**config.mk**
```make
export PLATFORM = sky130hd
export DESIGN_NAME = fixed_point_complex_multiplier_flat
export DESIGN_NICKNAME = d
export VERILOG_FILES = /design/src/rtl/fixed_point_complex_multiplier_if.sv /design/src/rtl/fixed_point_complex_multiplier.sv /design/src/flat_wrapper.sv
export SDC_FILE = /design/constraint.sdc
export NUM_CORES = 1
export LEC_CHECK = 0
export ABC_AREA = 1
export ABC_CLOCK_PERIOD_IN_PS = 8000
export BUFFER_PORTS_ARGS = -buffer_cell sky130_fd_sc_hd__buf_2
export CAP_MARGIN = 15
export CORE_MARGIN = 1.5
export CORE_UTILIZATION = 45
export CTS_CLUSTER_DIAMETER = 60
export DETAILED_ROUTE_END_ITERATION = 12
export GPL_ROUTABILITY_DRIVEN = 0
export HOLD_SLACK_MARGIN = 0.05
export REMOVE_ABC_BUFFERS = 1
export SLEW_MARGIN = 10
export SYNTH_ARGS = -nofsm -noshare
export SYNTH_HDL_FRONTEND = slang
export SYNTH_SLANG_ARGS = --single-unit
```
**constraint.sdc**
```tcl
create_clock -name clk -period 8 [get_ports clk]
set_clock_uncertainty 0.1 [all_clocks]
set_input_delay 0 -clock clk [delete_from_list [all_inputs] [get_ports clk]]
set_output_delay 0 -clock clk [all_outputs]
set_load 0.05 [all_outputs]
```
**src/rtl/fixed_point_complex_multiplier_if.sv**
```systemverilog
// Operand/result bundle for the fixed-point complex multiplier.
// The master side issues start and the operands; the slave side returns
// busy, done and the saturated product.
interface fixed_point_complex_multiplier_if #(
    parameter int WIDTH = 16
);
    logic                    start;
    logic signed [WIDTH-1:0] a_re;
    logic signed [WIDTH-1:0] a_im;
    logic signed [WIDTH-1:0] b_re;
    logic signed [WIDTH-1:0] b_im;
    logic                    busy;
    logic                    done;
    logic signed [WIDTH-1:0] p_re;
    logic signed [WIDTH-1:0] p_im;
    logic                    overflow;

    modport master (
        output start, a_re, a_im, b_re, b_im,
        input  busy, done, p_re, p_im, overflow
    );

    modport slave (
        input  start, a_re, a_im, b_re, b_im,
        output busy, done, p_re, p_im, overflow
    );
endinterface

```
**src/rtl/fixed_point_complex_multiplier.sv**
```systemverilog
// Fixed-point complex multiplier P = A*B.
// A single signed WIDTHxWIDTH multiplier is reused over four cycles
// (M0..M3). The wide accumulators are then rounded, shifted and saturated
// in NORM. Each result takes six cycles from the accepting edge through
// the done pulse.
module fixed_point_complex_multiplier #(
    parameter int WIDTH             = 16,
    parameter int EXP_WIDTH_A       = 15,
    parameter int EXP_WIDTH_B       = 5,
    parameter int EXP_WIDTH_PRODUCT = 5,
    parameter int ROUND             = 1
) (
    input  logic                          clk,
    input  logic                          reset,
    fixed_point_complex_multiplier_if.slave bus
);
    localparam int SHIFT = EXP_WIDTH_A + EXP_WIDTH_B - EXP_WIDTH_PRODUCT;
    localparam int ACC_W = 2 * WIDTH + 1;

    // One spare bit above the accumulator so the rounding increment cannot wrap.
    localparam logic signed [ACC_W:0] RND_INC =
        (ROUND != 0 && SHIFT > 0) ? ((ACC_W + 1)'(1) << ((SHIFT > 0) ? SHIFT - 1 : 0))
                                  : (ACC_W + 1)'(0);
    localparam logic signed [ACC_W:0] SAT_MAX = {{(ACC_W - WIDTH + 2){1'b0}}, {(WIDTH - 1){1'b1}}};
    localparam logic signed [ACC_W:0] SAT_MIN = {{(ACC_W - WIDTH + 2){1'b1}}, {(WIDTH - 1){1'b0}}};

    typedef enum logic [2:0] {
        S_IDLE = 3'd0,
        S_M0   = 3'd1,
        S_M1   = 3'd2,
        S_M2   = 3'd3,
        S_M3   = 3'd4,
        S_NORM = 3'd5
    } state_t;

    state_t                  state_q, state_d;
    logic signed [WIDTH-1:0] ar_q, ar_d, ai_q, ai_d, br_q, br_d, bi_q, bi_d;
    logic signed [ACC_W-1:0] acc_re_q, acc_re_d, acc_im_q, acc_im_d;
    logic signed [WIDTH-1:0] p_re_q, p_re_d, p_im_q, p_im_d;
    logic                    ovf_q, ovf_d;
    logic                    done_q, done_d;
    logic                    busy_q, busy_d;

    logic signed [WIDTH-1:0]   mul_x_s, mul_y_s;
    logic signed [2*WIDTH-1:0] prod_s;
    logic signed [ACC_W-1:0]   prod_ext_s;
    logic        [WIDTH:0]     norm_re_s, norm_im_s;

    // Round, arithmetic-shift and saturate one accumulator; returns {overflow, value}.
    function automatic logic [WIDTH:0] normalize(input logic signed [ACC_W-1:0] acc);
        logic signed [ACC_W:0] r;
        r = {acc[ACC_W-1], acc} + RND_INC;
        r = r >>> SHIFT;
        if (r > SAT_MAX) begin
            normalize = {1'b1, SAT_MAX[WIDTH-1:0]};
        end else if (r < SAT_MIN) begin
            normalize = {1'b1, SAT_MIN[WIDTH-1:0]};
        end else begin
            normalize = {1'b0, r[WIDTH-1:0]};
        end
    endfunction

    // Select the operand pair feeding the shared multiplier in each product cycle.
    always_comb begin
        mul_x_s = ar_q;
        mul_y_s = br_q;
        case (state_q)
            S_M0:    begin mul_x_s = ar_q; mul_y_s = br_q; end
            S_M1:    begin mul_x_s = ai_q; mul_y_s = bi_q; end
            S_M2:    begin mul_x_s = ar_q; mul_y_s = bi_q; end
            S_M3:    begin mul_x_s = ai_q; mul_y_s = br_q; end
            default: begin mul_x_s = ar_q; mul_y_s = br_q; end
        endcase
    end

    assign prod_s     = mul_x_s * mul_y_s;
    assign prod_ext_s = {prod_s[2*WIDTH-1], prod_s};

    // Next-state, operand latch, accumulation and normalisation.
    always_comb begin
        state_d   = state_q;
        ar_d      = ar_q;
        ai_d      = ai_q;
        br_d      = br_q;
        bi_d      = bi_q;
        acc_re_d  = acc_re_q;
        acc_im_d  = acc_im_q;
        p_re_d    = p_re_q;
        p_im_d    = p_im_q;
        ovf_d     = ovf_q;
        done_d    = 1'b0;
        norm_re_s = normalize(acc_re_q);
        norm_im_s = normalize(acc_im_q);
        case (state_q)
            S_IDLE: begin
                if (bus.start) begin
                    ar_d     = bus.a_re;
                    ai_d     = bus.a_im;
                    br_d     = bus.b_re;
                    bi_d     = bus.b_im;
                    acc_re_d = '0;
                    acc_im_d = '0;
                    state_d  = S_M0;
                end else begin
                    state_d = S_IDLE;
                end
            end
            S_M0: begin
                acc_re_d = acc_re_q + prod_ext_s;
                state_d  = S_M1;
            end
            S_M1: begin
                acc_re_d = acc_re_q - prod_ext_s;
                state_d  = S_M2;
            end
            S_M2: begin
                acc_im_d = acc_im_q + prod_ext_s;
                state_d  = S_M3;
            end
            S_M3: begin
                acc_im_d = acc_im_q + prod_ext_s;
                state_d  = S_NORM;
            end
            S_NORM: begin
                p_re_d  = norm_re_s[WIDTH-1:0];
                p_im_d  = norm_im_s[WIDTH-1:0];
                ovf_d   = norm_re_s[WIDTH] | norm_im_s[WIDTH];
                done_d  = 1'b1;
                state_d = S_IDLE;
            end
            default: begin
                state_d = S_IDLE;
            end
        endcase
        busy_d = (state_d != S_IDLE);
    end

    // State and datapath registers with synchronous reset.
    always_ff @(posedge clk) begin
        if (reset) begin
            state_q  <= S_IDLE;
            ar_q     <= '0;
            ai_q     <= '0;
            br_q     <= '0;
            bi_q     <= '0;
            acc_re_q <= '0;
            acc_im_q <= '0;
            p_re_q   <= '0;
            p_im_q   <= '0;
            ovf_q    <= 1'b0;
            done_q   <= 1'b0;
            busy_q   <= 1'b0;
        end else begin
            state_q  <= state_d;
            ar_q     <= ar_d;
            ai_q     <= ai_d;
            br_q     <= br_d;
            bi_q     <= bi_d;
            acc_re_q <= acc_re_d;
            acc_im_q <= acc_im_d;
            p_re_q   <= p_re_d;
            p_im_q   <= p_im_d;
            ovf_q    <= ovf_d;
            done_q   <= done_d;
            busy_q   <= busy_d;
        end
    end

    assign bus.busy     = busy_q;
    assign bus.done     = done_q;
    assign bus.p_re     = p_re_q;
    assign bus.p_im     = p_im_q;
    assign bus.overflow = ovf_q;
endmodule

```
**src/flat_wrapper.sv**
```systemverilog
// flat-port wrapper written by rule: the top's interface ports become plain ports
module fixed_point_complex_multiplier_flat 
#(
    parameter int WIDTH             = 16,
    parameter int EXP_WIDTH_A       = 15,
    parameter int EXP_WIDTH_B       = 5,
    parameter int EXP_WIDTH_PRODUCT = 5,
    parameter int ROUND             = 1
)
  (clk, reset, bus_start, bus_a_re, bus_a_im, bus_b_re, bus_b_im, bus_busy, bus_done, bus_p_re, bus_p_im, bus_overflow);
  fixed_point_complex_multiplier_if #(.WIDTH(WIDTH)) bus_i ();
  input  logic clk;
  input  logic reset;
  input wire logic [$bits(bus_i.start)-1:0] bus_start;
  input wire logic [$bits(bus_i.a_re)-1:0] bus_a_re;
  input wire logic [$bits(bus_i.a_im)-1:0] bus_a_im;
  input wire logic [$bits(bus_i.b_re)-1:0] bus_b_re;
  input wire logic [$bits(bus_i.b_im)-1:0] bus_b_im;
  output wire logic [$bits(bus_i.busy)-1:0] bus_busy;
  output wire logic [$bits(bus_i.done)-1:0] bus_done;
  output wire logic [$bits(bus_i.p_re)-1:0] bus_p_re;
  output wire logic [$bits(bus_i.p_im)-1:0] bus_p_im;
  output wire logic [$bits(bus_i.overflow)-1:0] bus_overflow;
  assign bus_i.start = bus_start;
  assign bus_i.a_re = bus_a_re;
  assign bus_i.a_im = bus_a_im;
  assign bus_i.b_re = bus_b_re;
  assign bus_i.b_im = bus_b_im;
  assign bus_busy = bus_i.busy;
  assign bus_done = bus_i.done;
  assign bus_p_re = bus_i.p_re;
  assign bus_p_im = bus_i.p_im;
  assign bus_overflow = bus_i.overflow;
  fixed_point_complex_multiplier #(.WIDTH(WIDTH), .EXP_WIDTH_A(EXP_WIDTH_A), .EXP_WIDTH_B(EXP_WIDTH_B), .EXP_WIDTH_PRODUCT(EXP_WIDTH_PRODUCT), .ROUND(ROUND)) u_core (.clk(clk), .reset(reset), .bus(bus_i));
endmodule
```
==> Implementation_results.wiki <==
{| class="wikitable"
! Metric !! Value
|-
| Run status || complete, but fails checks
|-
| Violated checks || negative setup slack
|-
| Number of max-capacitance violations reported || 0
|-
| Largest fanout on the critical path || 8
|-
| Vias in the first global route || 22,900
|-
| Post-synthesis instance area || 0.0219 sq mm
|-
| Gate family responsible for the most delay along the worst path || adder cells
|-
| Fraction of registers with async set or reset after synthesis || 0
|-
| Arrival time at the worst endpoint || 8.73 ns
|-
| Reg2Reg Capture Point || u_core.acc_re_q[29]
|-
| Fraction of the yosys area taken by sequential cells || 0.153
|-
| Clock tree from TritonCTS || built
|-
| Class of the most critical hold timing path || in2reg
|-
| Antenna-violating nets left || 0
|-
| Required time reported for the critical path endpoint || 8.34 ns
|-
| Maximum operating frequency || 119 MHz
|-
| RSZ-0062 raised after global routing || yes
|-
| R2R Setup Slk || -0.39 ns
|-
| Largest family of logic cells by synthesized area || adder cells
|-
| Final hold viol count || 0
|-
| Final Worst Setup Slack || -0.389 ns
|-
| Post-Syn Instances || 3,132
|-
| Total stage count of the critical path || 46
|-
| Drt initial violations || 1,770
|-
| Total number of placement rows || 80
|-
| Cell types occupying the most area after synthesis || fa_1, dfxtp_1, inv_1
|-
| Synthesized-area fraction occupied by and/or/nand/nor cells || 0.237
|-
| Total global routing overflow || 0
|-
| Final number of setup-violating endpoints || 17
|-
| Count of state elements after synthesis || between 150 and 200
|-
| Dominant synthesized flop cell || dfxtp_1
|-
| Area added between synthesis and finish || 40.8%
|-
| Vias per cell || 5.25
|-
| Post-DR wirelength/cell || ~17 microns
|-
| Compound-cell area share of the yosys netlist || 0.134
|-
| Hold Path Stages || 4
|-
| Post-synthesis share of cell area spent on full adders, half adders and majority gates || 0.326
|-
| Diodes inserted || 0
|-
| Actual transition at the worst max-transition pin || between 1 and 1.5 ns
|-
| TritonCTS buffer count || 17
|-
| Number of standard cells in the final layout excluding fillers || 4,418
|-
| Relative max-transition margin || 0.216
|-
| Vertical extent of the die || 224 microns
|-
| Starting Density || 0.458
|-
| Detailed Route WL || 73.3 mm
|-
| Capture point of the worst path || u_core.acc_re_q[29]
|-
| Cell seen most often among critical-path stages || fa_1
|-
| Number of buffer cells added on primary ports || slightly above 100
|-
| Crit. Startpoint || u_core.state_q[2]
|-
| Via count || 23,200
|-
| # IOs || between 100 and 150
|-
| Count of cells along the worst register-to-register path || 46
|-
| First-pass GRT wire length || 117 mm
|-
| Warnings from Yosys || 0
|-
| Syn Area/Cell || 7.01 sq um
|-
| Final clock period utilization by the worst path || 1.05
|-
| Worst setup SP type || flip-flop
|-
| Largest area contributor in the netlist || fa_1
|-
| Largest stage delay on the critical path || slightly below 0.6 ns
|-
| Fill count || 3,975
|-
| Slowest stage cell, crit path || fa_1
|-
| Clock transition at the register clock pins on the worst setup and hold paths after CTS || 0.08 ns
|-
| Count of pins over their slew limit || 0
|-
| Final layout net count || 4,270
|-
| XOR/XNOR Fraction of Synth Area || 0.0296
|-
| Critical path type || reg2reg
|-
| Initial DRT Pass Iterations || 6
|-
| H-Tree Level Count || 4
|-
| Drt drc || 0
|-
| Max Buffers Root-to-Sink || 2
|-
| Pin count of the biggest net entering global routing || 89
|-
| Clock Root Buffer || clkbuf_16
|-
| Worst skew pair latency || 0.50 ns
|-
| Half-perimeter wire length after detailed placement || 56.2 mm
|-
| Count of flip-flops with a built-in enable after synthesis || 0
|-
| Placeable core area || around 0.048 sq mm
|-
| Die footprint || roughly 0.050 sq mm
|-
| Buffer and inverter count on the worst path || 11
|-
| Number of placed instances with taps included || between 4,000 and 5,000
|-
| Count of different cell masters after synthesis || 54
|-
| Die boundary width || 224 microns
|-
| Multiplexer share of the synthesized area || 0
|-
| Portion of synthesized cell area occupied by the leading cell type || 0.241
|-
| Final min period || between 8 and 9 ns
|-
| CTS sink cnt || 168
|-
| Global router's overall resource usage || 0.294
|-
| Reg-to-Reg Start || u_core.state_q[2]
|-
| Category of the worst setup path capture point || flip-flop
|-
| Initial antenna violation count || 0
|-
| Final core occ || 0.644
|-
| Fraction of layout instances using a drive strength above 1 || 0.314
|}
==> final cells by class <==
cell class                      count  area [sq um]  area share
Clock buffer                       19           443      0.0143
Clock inverter                     13           158     0.00510
Inverter                          626          2400      0.0778
Multi-Input combinational cell   2268         18200       0.588
Sequential cell                   168          3370       0.109
Tap cell                          615           769      0.0249
Timing Repair Buffer              709          5590       0.181
==> flip-flops by register name (all words and copies together), names as in the netlist, 3 cells and up <==
| register | count |
|---|---|
| u_core.acc_im_q | 33 |
| u_core.acc_re_q | 33 |
| u_core.ai_q | 16 |
| u_core.ar_q | 16 |
| u_core.bi_q | 16 |
| u_core.br_q | 16 |
| u_core.bus.p_im | 16 |
| u_core.bus.p_re | 16 |
| u_core.state_q | 3 |
==> how the worst min path moves through the flow <==
| stage | startpoint | end | slack (ns) |
|---|---|---|---|
| after detailed placement | bus_b_re[3] | u_core.br_q[3] | 0.16 |
| after global routing | bus_start | u_core.acc_re_q[31] | 0.11 |
| after CTS | bus_start | u_core.acc_re_q[13] | 0.05 |
| after floorplan | reset | u_core.acc_im_q[10] | -0.03 |
| after global placement | bus_a_re[11] | u_core.ar_q[11] | 0.15 |
| final | bus_start | u_core.acc_re_q[29] | 0.1 |
==> per-layer routing <==
metal / share of wire / vias up / track usage
met1: 0.44 / 11200 / 0.411
met2: 0.45 / 793 / 0.466
met5: 0 / - / 0
li1: - / 11100 / -
met3: 0.081 / 117 / 0.0589
met4: 0.020 / 0 / 0.0732
==> cells in the final DEF, fill, tap and decap left out, drive strengths merged, types with 102 or more instances in the layout <==
master,instances
nand3,102
o21ai,234
fa,264
buf,643
nor2,441
a21oi,245
inv,620
ha,149
dfxtp,168
nand2,608
==> kinds of logic after synthesis <==
kind of cell	count (synthesis)
compound gates	546
xor+xnor	70
fa+ha+maj	413
buf+inv	696
flops	168
simple gates	1239
==> Yosys cell counts, types with 2 or more instances <==
cell type    n
a211oi_1     2
a21boi_0     3
a21o_1       8
a21oi_1    236
a21oi_2      9
a221oi_1     3
a31o_2       3
a31oi_1     14
and2_1       2
buf_6        2
clkbuf_1    65
clkinv_1    12
dfxtp_1    168
fa_1       264
ha_1       149
inv_1      607
inv_2        7
nand2_1    600
nand2_2      7
nand3_1     93
nand3_2      9
nand3b_1     7
nand4_1     24
nand4_4      3
nor2_1     423
nor2_2      12
nor2_4       6
nor3_1      23
nor3_2       2
nor4_1       9
o211ai_1     6
o21a_1       7
o21ai_0    193
o21ai_1     39
o21ai_2      2
o21bai_1    14
o31ai_1      3
or2_2       14
xnor2_1     18
xor2_1      47
xor2_2       4
==> worst min-delay path: stages <==
cell and delay [ns]:
buf_2 0.15, o21ai_4 0.29, nand2_1 0.14, a21oi_1 0.05
==> through the flow <==
step	area [sq um]	worst slack (ns)	setup TNS, ns	hold WS (ns)
global placement	26300	-0.769	-13.11	0.150
global route	30900	-0.772	-12.38	0.114
finish	30900	-0.389	-2.63	0.0957
floorplan	21700	-1.14	-16.17	-0.0309
detailed placement	26300	-0.966	-19.26	0.157
CTS	29500	-0.263	-1.35	0.0530
==> what timing repair did <==
| item | 4_1_cts | 5_1_grt |
|---|---|---|
| buffers inserted | 77 | 30 |
| pin swaps | 155 | 121 |
| hold buffers | 65 | 0 |
| resized for setup | 369 | 272 |
| cloned | 3 | 0 |
| hold endpoints to repair | 97 | 0 |
| setup endpoints to repair | 40 | 38 |
Power is left out: the tool's default activity adds up to more than one toggle a clock period on the data nets, which glitch-free logic cannot reach.
